<file path="src/rtl/spi_ram_pkg.sv">
// Shared definitions for the SPI burst RAM slave: command encodings and FSM states.
package spi_ram_pkg;

    localparam logic [1:0] CMD_WR_ADDR = 2'b00;
    localparam logic [1:0] CMD_WR_DATA = 2'b01;
    localparam logic [1:0] CMD_RD_ADDR = 2'b10;
    localparam logic [1:0] CMD_RD_DATA = 2'b11;

    typedef enum logic [2:0] {
        ST_IDLE      = 3'd0,
        ST_CHK_CMD   = 3'd1,
        ST_WRITE     = 3'd2,
        ST_READ_ADD  = 3'd3,
        ST_READ_DATA = 3'd4,
        ST_BURST_WR  = 3'd5,
        ST_BURST_RD  = 3'd6
    } state_t;

endpackage

</file>
<file path="src/rtl/spram_sync.sv">
// Single-port synchronous RAM: registered read, write enable, array never reset.
module spram_sync #(
    parameter int DATA_W = 8,
    parameter int ADDR_W = 8
) (
    input  logic              clk,
    input  logic              we,
    input  logic              re,
    input  logic [ADDR_W-1:0] addr,
    input  logic [DATA_W-1:0] wdata,
    output logic [DATA_W-1:0] rdata
);

    localparam int DEPTH = 1 << ADDR_W;

    logic [DATA_W-1:0] mem_r [0:DEPTH-1];
    logic [DATA_W-1:0] rdata_r;

    // Array write and registered read; rdata holds until the next read.
    always_ff @(posedge clk) begin
        if (we) begin
            mem_r[addr] <= wdata;
        end
        if (re) begin
            rdata_r <= mem_r[addr];
        end
    end

    assign rdata = rdata_r;

endmodule

</file>
<file path="src/rtl/spi_ram_burst_slave.sv">
// SPI slave (sampled on clk) with embedded RAM, auto-incrementing pointers and
// burst write/read streaming while ss_n stays low.
module spi_ram_burst_slave
    import spi_ram_pkg::*;
#(
    parameter int DATA_W = 8,
    parameter int ADDR_W = 8
) (
    input  logic clk,
    input  logic rst,
    input  logic ss_n,
    input  logic mosi,
    output logic miso,
    output logic frame_abort
);

    localparam int FRAME_W = DATA_W + 2;
    localparam int CNT_W   = $clog2(FRAME_W);
    localparam logic [CNT_W-1:0]  CNT_ZERO   = '0;
    localparam logic [CNT_W-1:0]  CNT_ONE    = CNT_W'(1);
    localparam logic [CNT_W-1:0]  FRAME_LAST = CNT_W'(FRAME_W - 1);
    localparam logic [CNT_W-1:0]  WORD_LAST  = CNT_W'(DATA_W - 1);
    localparam logic [ADDR_W-1:0] PTR_ONE    = ADDR_W'(1);

    state_t              state_r, state_s;
    logic [CNT_W-1:0]    bit_cnt_r;
    logic [DATA_W-1:0]   rx_sh_r;
    logic [DATA_W-1:0]   tx_sh_r;
    logic [DATA_W-1:0]   prefetch_r;
    logic [ADDR_W-1:0]   wr_ptr_r, rd_ptr_r, waddr_r;
    logic [DATA_W-1:0]   wdata_r;
    logic                we_r, rd_first_r, rd_src_ram_r, pf_cap_r;
    logic                miso_r, abort_r;

    logic [DATA_W:0]     frame_s;
    logic [DATA_W-1:0]   word_s;
    logic [DATA_W-1:0]   tx_src_s;
    logic [1:0]          cmd_s;
    logic                frame_last_s, word_last_s, abort_s;
    logic                ram_we_s, ram_re_s;
    logic [ADDR_W-1:0]   ram_addr_s;
    logic [DATA_W-1:0]   ram_rdata_s;

    // cmd[1] has already been consumed by CHK_CMD, so only cmd[0] and payload are kept.
    assign frame_s      = {rx_sh_r, mosi};
    assign word_s       = frame_s[DATA_W-1:0];
    assign cmd_s        = {(state_r != ST_WRITE), frame_s[DATA_W]};
    assign frame_last_s = (bit_cnt_r == FRAME_LAST);
    assign word_last_s  = (bit_cnt_r == WORD_LAST);
    assign tx_src_s     = rd_src_ram_r ? ram_rdata_s : prefetch_r;

    // State register.
    always_ff @(posedge clk) begin
        if (rst) begin
            state_r <= ST_IDLE;
        end else begin
            state_r <= state_s;
        end
    end

    // Next-state decode and mid-word abort detection.
    always_comb begin
        state_s = state_r;
        abort_s = 1'b0;
        case (state_r)
            ST_IDLE: begin
                if (!ss_n) begin
                    state_s = ST_CHK_CMD;
                end else begin
                    state_s = ST_IDLE;
                end
            end
            ST_CHK_CMD: begin
                if (ss_n) begin
                    state_s = ST_IDLE;
                end else if (mosi) begin
                    state_s = ST_READ_ADD;
                end else begin
                    state_s = ST_WRITE;
                end
            end
            ST_WRITE, ST_READ_ADD, ST_READ_DATA: begin
                if (ss_n) begin
                    state_s = ST_IDLE;
                    abort_s = 1'b1;
                end else if ((state_r == ST_READ_ADD) && (bit_cnt_r == CNT_ONE)
                             && ({1'b1, mosi} == CMD_RD_DATA)) begin
                    state_s = ST_READ_DATA;
                end else if (frame_last_s) begin
                    case (cmd_s)
                        CMD_WR_DATA: state_s = ST_BURST_WR;
                        CMD_RD_DATA: state_s = ST_BURST_RD;
                        default:     state_s = ST_IDLE;
                    endcase
                end else begin
                    state_s = state_r;
                end
            end
            ST_BURST_WR: begin
                if (ss_n) begin
                    state_s = ST_IDLE;
                    abort_s = (bit_cnt_r != CNT_ZERO);
                end else begin
                    state_s = ST_BURST_WR;
                end
            end
            ST_BURST_RD: begin
                if (ss_n) begin
                    state_s = ST_IDLE;
                    abort_s = !rd_first_r && (bit_cnt_r != CNT_ZERO);
                end else begin
                    state_s = ST_BURST_RD;
                end
            end
            default: begin
                state_s = ST_IDLE;
            end
        endcase
    end

    // RAM port: a pending write owns the port, otherwise it serves the read pointer.
    always_comb begin
        ram_we_s   = we_r && !rst;
        ram_re_s   = 1'b0;
        ram_addr_s = rd_ptr_r;
        if (we_r) begin
            ram_addr_s = waddr_r;
        end else begin
            ram_addr_s = rd_ptr_r;
        end
        if ((state_r == ST_BURST_RD) && !ss_n && !rst
            && (rd_first_r || (bit_cnt_r == CNT_ZERO))) begin
            ram_re_s = 1'b1;
        end else begin
            ram_re_s = 1'b0;
        end
    end

    // Datapath: shifters, bit counter, pointers, write staging and read prefetch.
    always_ff @(posedge clk) begin
        if (rst) begin
            bit_cnt_r    <= '0;
            rx_sh_r      <= '0;
            tx_sh_r      <= '0;
            prefetch_r   <= '0;
            wr_ptr_r     <= '0;
            rd_ptr_r     <= '0;
            waddr_r      <= '0;
            wdata_r      <= '0;
            we_r         <= 1'b0;
            rd_first_r   <= 1'b0;
            rd_src_ram_r <= 1'b0;
            pf_cap_r     <= 1'b0;
            miso_r       <= 1'b0;
            abort_r      <= 1'b0;
        end else begin
            we_r       <= 1'b0;
            rd_first_r <= 1'b0;
            pf_cap_r   <= 1'b0;
            miso_r     <= 1'b0;
            abort_r    <= abort_s;
            if (pf_cap_r) begin
                prefetch_r <= ram_rdata_s;
            end
            case (state_r)
                ST_CHK_CMD: begin
                    bit_cnt_r <= '0;
                    rx_sh_r   <= '0;
                end
                ST_WRITE, ST_READ_ADD, ST_READ_DATA: begin
                    if (!ss_n) begin
                        rx_sh_r   <= frame_s[DATA_W-1:0];
                        bit_cnt_r <= bit_cnt_r + CNT_ONE;
                        if (frame_last_s) begin
                            bit_cnt_r <= '0;
                            case (cmd_s)
                                CMD_WR_ADDR: wr_ptr_r <= word_s[ADDR_W-1:0];
                                CMD_WR_DATA: begin
                                    we_r     <= 1'b1;
                                    waddr_r  <= wr_ptr_r;
                                    wdata_r  <= word_s;
                                    wr_ptr_r <= wr_ptr_r + PTR_ONE;
                                end
                                CMD_RD_ADDR: rd_ptr_r <= word_s[ADDR_W-1:0];
                                CMD_RD_DATA: rd_first_r <= 1'b1;
                                default: ;
                            endcase
                        end
                    end
                end
                ST_BURST_WR: begin
                    if (!ss_n) begin
                        rx_sh_r <= frame_s[DATA_W-1:0];
                        if (word_last_s) begin
                            bit_cnt_r <= '0;
                            we_r      <= 1'b1;
                            waddr_r   <= wr_ptr_r;
                            wdata_r   <= word_s;
                            wr_ptr_r  <= wr_ptr_r + PTR_ONE;
                        end else begin
                            bit_cnt_r <= bit_cnt_r + CNT_ONE;
                        end
                    end
                end
                ST_BURST_RD: begin
                    if (!ss_n) begin
                        if (rd_first_r) begin
                            rd_ptr_r     <= rd_ptr_r + PTR_ONE;
                            rd_src_ram_r <= 1'b1;
                            bit_cnt_r    <= '0;
                        end else if (bit_cnt_r == CNT_ZERO) begin
                            // Word load doubles as the prefetch read of the following word.
                            miso_r       <= tx_src_s[DATA_W-1];
                            tx_sh_r      <= {tx_src_s[DATA_W-2:0], 1'b0};
                            rd_ptr_r     <= rd_ptr_r + PTR_ONE;
                            rd_src_ram_r <= 1'b0;
                            pf_cap_r     <= 1'b1;
                            bit_cnt_r    <= WORD_LAST;
                        end else begin
                            miso_r    <= tx_sh_r[DATA_W-1];
                            tx_sh_r   <= {tx_sh_r[DATA_W-2:0], 1'b0};
                            bit_cnt_r <= bit_cnt_r - CNT_ONE;
                        end
                    end
                end
                default: begin
                    bit_cnt_r <= '0;
                end
            endcase
        end
    end

    spram_sync #(
        .DATA_W (DATA_W),
        .ADDR_W (ADDR_W)
    ) u_ram (
        .clk   (clk),
        .we    (ram_we_s),
        .re    (ram_re_s),
        .addr  (ram_addr_s),
        .wdata (wdata_r),
        .rdata (ram_rdata_s)
    );

    assign miso        = miso_r;
    assign frame_abort = abort_r;

endmodule

</file>
<file path="config.mk">
export PLATFORM = sky130hd
export DESIGN_NAME = spi_ram_burst_slave
export DESIGN_NICKNAME = d
export VERILOG_FILES = /design/src/rtl/spi_ram_pkg.sv /design/src/rtl/spram_sync.sv /design/src/rtl/spi_ram_burst_slave.sv
export SDC_FILE = /design/constraint.sdc
export NUM_CORES = 2
export LEC_CHECK = 0
export CORE_ASPECT_RATIO = 0.5
export CORE_MARGIN = 3
export CORE_UTILIZATION = 45
export CTS_BUF_LIST = sky130_fd_sc_hd__clkbuf_4 sky130_fd_sc_hd__clkbuf_8 sky130_fd_sc_hd__clkbuf_16
export DETAILED_ROUTE_END_ITERATION = 16
export PLACE_DENSITY_LB_ADDON = 0.05
export SLEW_MARGIN = 20
export SYNTH_ARGS = -nofsm -noshare
export SYNTH_HDL_FRONTEND = slang
export SYNTH_SLANG_ARGS = --single-unit
export TNS_END_PERCENT = 30
</file>
<file path="constraint.sdc">
create_clock -name clk -period 5.97 [get_ports clk]
set_clock_uncertainty 0.15 [all_clocks]
set_input_delay 1.194 -clock clk [delete_from_list [all_inputs] [get_ports clk]]
set_output_delay 1.194 -clock clk [all_outputs]
set_load 0.02 [all_outputs]
</file>
==> impl_metrics.yaml <==
status:
  status: "complete, no violations"
layout:
  multi_input_area_sq_um: 18500
  fin_area_sq_um: 92000
  utilization: 0.507
  drive_above_1_share: 0.175
  regArea_sq_um: 63100
  fin_nets: 4567
  syn_to_final_growth_pct: 11.2
  finalNonFillerCells: 7118
  nFillCells: 14530
critical_path:
  crit_path_start_kind: "register"
  path_class: "register to register"
  cp_slowest_cell: "mux2_8"
  cp_data_arrival_time_ns: 5.72
  cp_max_fo: 57
  endpoint_kind: "register"
  cp_common_cell: "buf_12"
  crit_required_ns: 6.41
  crit_chain: "mux2_8 > buf_12 > buf_12 > buf_4 > mux4_2 > a22oi_1 > and4_1 > a41oi_1 > a2111o_1"
  slowest_delay_ns: 0.67
cts:
  cts_resized: 0
  cts_sinks: 2124
  clockRootBuffer: "clkbuf_16"
  postCtsSetupBuffers: 0
  cts_hold_buf: 0
  ctsLongestPathBuffers: 4
  clk_pin_slew_worst_paths_ns: 0.07
  clkLatencyLatePin_ns: 0.84
  cts_max_level: 4
  cts_tree: "built"
  numCtsBuffers: 194
timing:
  max_freq_mhz: 189
  whs_ns: 0.343
  fin_crit_ns: 5.28
  hold_viol_final: 0
  period_share: 0.885
  fin_ws_ns: 0.688
  slew_headroom: 0.153
  rsz0062_at_grt: "no"
  setup_viol: 0
  fin_tns_setup_ns: 0
  tightest_slew_ns: 1.27
  drv_slew: 0
synth:
  yosysSeqAreaShare: 0.763
  yosysMostFrequentCell: "edfxtp_1"
  syn_area_sq_um: 82700
  synth_cell_types: 53
  yosysTopAreaCell: "edfxtp_1"
  yosys_warnings: 0
  synth_top_area_frac: 0.747
  synthArstFlopShare: 0
  syn_avg_cell_area_sq_um: 18.3
  ys_seq_elements: 2124
  synth_edf_count: 2056
  ys.flop_type: "edfxtp_1"
  synthTopCellsByCount: "edfxtp_1 (2,056), nand2_1 (460), mux4_2 (352), nor2_1 (339), a22oi_1 (208)"
  synthesis.nets: 4530
  ys_top_cells_by_area: "edfxtp_1 (75%), mux4_2 (9.6%), nand2_1 (2.1%)"
  synthCells: 4521
job:
  maxCapViolCount: 0
grt:
  grt_max_degree: 178
  first_global_vias: 42768
  antenna_found_initial: 6
  grt_first_pass_wirelength_um: 321000
  grt_overflow_total: 0
  grt_util_all_layers: 0.237
pwr:
  p_sw_mw: 5.56
  clkPwrFrac: 0.431
  power_density_nw_per_um2: 310
  p_int_mw: 22.9
  p_leak_nw: 27.1
  power.share.sequential: 0.564
  p_total_mw: 28.5
  p_sw_frac: 0.195
  irDropWorstVdd_mv: 0.208
  comb_power_share: 0.005
detailed_routing:
  postRouteAntennaNets: 0
  drtIter0Drc: 5416
  viasPerCell: 6.13
  vias: 43611
  firstDrtPassIters: 8
  drcViolationCount: 0
  finalWirelength_um: 225000
  wire_per_inst_um: 31.6
floorplanning:
  io_pins: 6
  rows: 110
  start_util: 0.456
  fp.dieW_um: 612
  die-area_sq_um: 189000
  core_area_sq_um: 181000
  die_y_um: 309
place:
  dpl.cell_count: 6767
  port_buffers: 5
  post_dp_cell_area_sq_um: 85800
  post-place-ws_ns: 0.691
  dp_hpwl_um: 137000
  gp_congestion: 0.835
min_path:
  min_path_type: "register to register"
-- area by class of cell --
type	count	share of cell area
antenna	1	0.0000272
clock buffer	238	0.0568
clock inverter	109	0.00939
inverter	6	0.000245
multi-input combinational	2114	0.201
sequential	2124	0.686
tap	2408	0.0328
timing repair buffer	118	0.0130
-- cells in the final DEF, fill, tap and decap left out, drive strengths merged, types with 10 or more instances in the layout --
master,Yosys,routed
edfxtp,2056,2056
nand2,460,460
mux4,352,352
nor2,339,339
clkbuf,151,238
a22oi,208,208
mux2i,165,165
nand3,124,124
buf,126,114
clkinv,0,89
dfxtp,68,68
a221oi,64,64
a311oi,50,50
nand4,41,41
and3,38,38
o21ai,32,32
a21oi,31,31
and4,18,18
a311o,16,16
a31oi,16,16
a41oi,16,16
o41ai,16,16
bufinv,0,14
a211oi,14,14
nand3b,11,11
o31ai,11,11
nand2b,10,10
-- critical path, delay by kind of cell, from the launching register on --
kind                   cells  cell delay (ns)
AOI/OAI and AO/OA          3             1.19
DFF                        1             0.61
buffers and inverters      3             0.96
muxes                      2             1.25
and+or+nand+nor            1             0.64
-- registers in the layout, summed over array words and instances, names as in the netlist --
signal / flops
rx_sh_r: 8
state_r: 3
rd_src_ram_r: 1
wdata_r: 8
prefetch_r: 8
bit_cnt_r: 4
wr_ptr_r: 8
u_ram.mem_r: 2048
pf_cap_r: 1
we_r: 1
miso: 1
frame_abort: 1
rd_first_r: 1
tx_sh_r: 7
u_ram.rdata: 8
waddr_r: 8
rd_ptr_r: 8
-- logic make-up (layout without fill, tap and decap cells) --
| family | Yosys count | after routing | synth area share |
|---|---|---|---|
| xor gates and xnor gates | 1 | 1 | 0.000106 |
| and+or+nand+nor | 1078 | 1078 | 0.0565 |
| adders and majority gates | 5 | 5 | 0.000756 |
| other | 0 | 1 | 0 |
| DFF | 2124 | 2124 | 0.763 |
| buffers and inverters | 283 | 471 | 0.0160 |
| muxes | 522 | 522 | 0.117 |
| AOI/OAI and AO/OA | 508 | 508 | 0.0472 |
-- power by group through the flow --
stage	combinational, mW	clock, mW	sequential, mW
after floorplan	0.0874	0	16.4
after global routing	0.143	13.1	16.1
after detailed placement	0.135	0	16.4
after global placement	0.134	0	16.4
after CTS	0.135	12.5	16.1
final	0.134	12.3	16.1
-- final timing paths --
check	start	endpoint	slack, ns	cells past startpoint
max	we_r	u_ram.rdata[4]	0.69	9
min	prefetch_r[1]	prefetch_r[1]	0.34	2
max reg2reg	we_r	u_ram.rdata[4]	0.69	9
min reg2reg	prefetch_r[1]	prefetch_r[1]	0.34	2
-- per-layer routing --
metal | global-route usage | share of wire
met4 | 0.0499 | 0.020
met5 | 0 | 0.000058
met1 | 0.372 | 0.46
met2 | 0.346 | 0.44
met3 | 0.0426 | 0.075
Power figures use the tool's default switching activity.
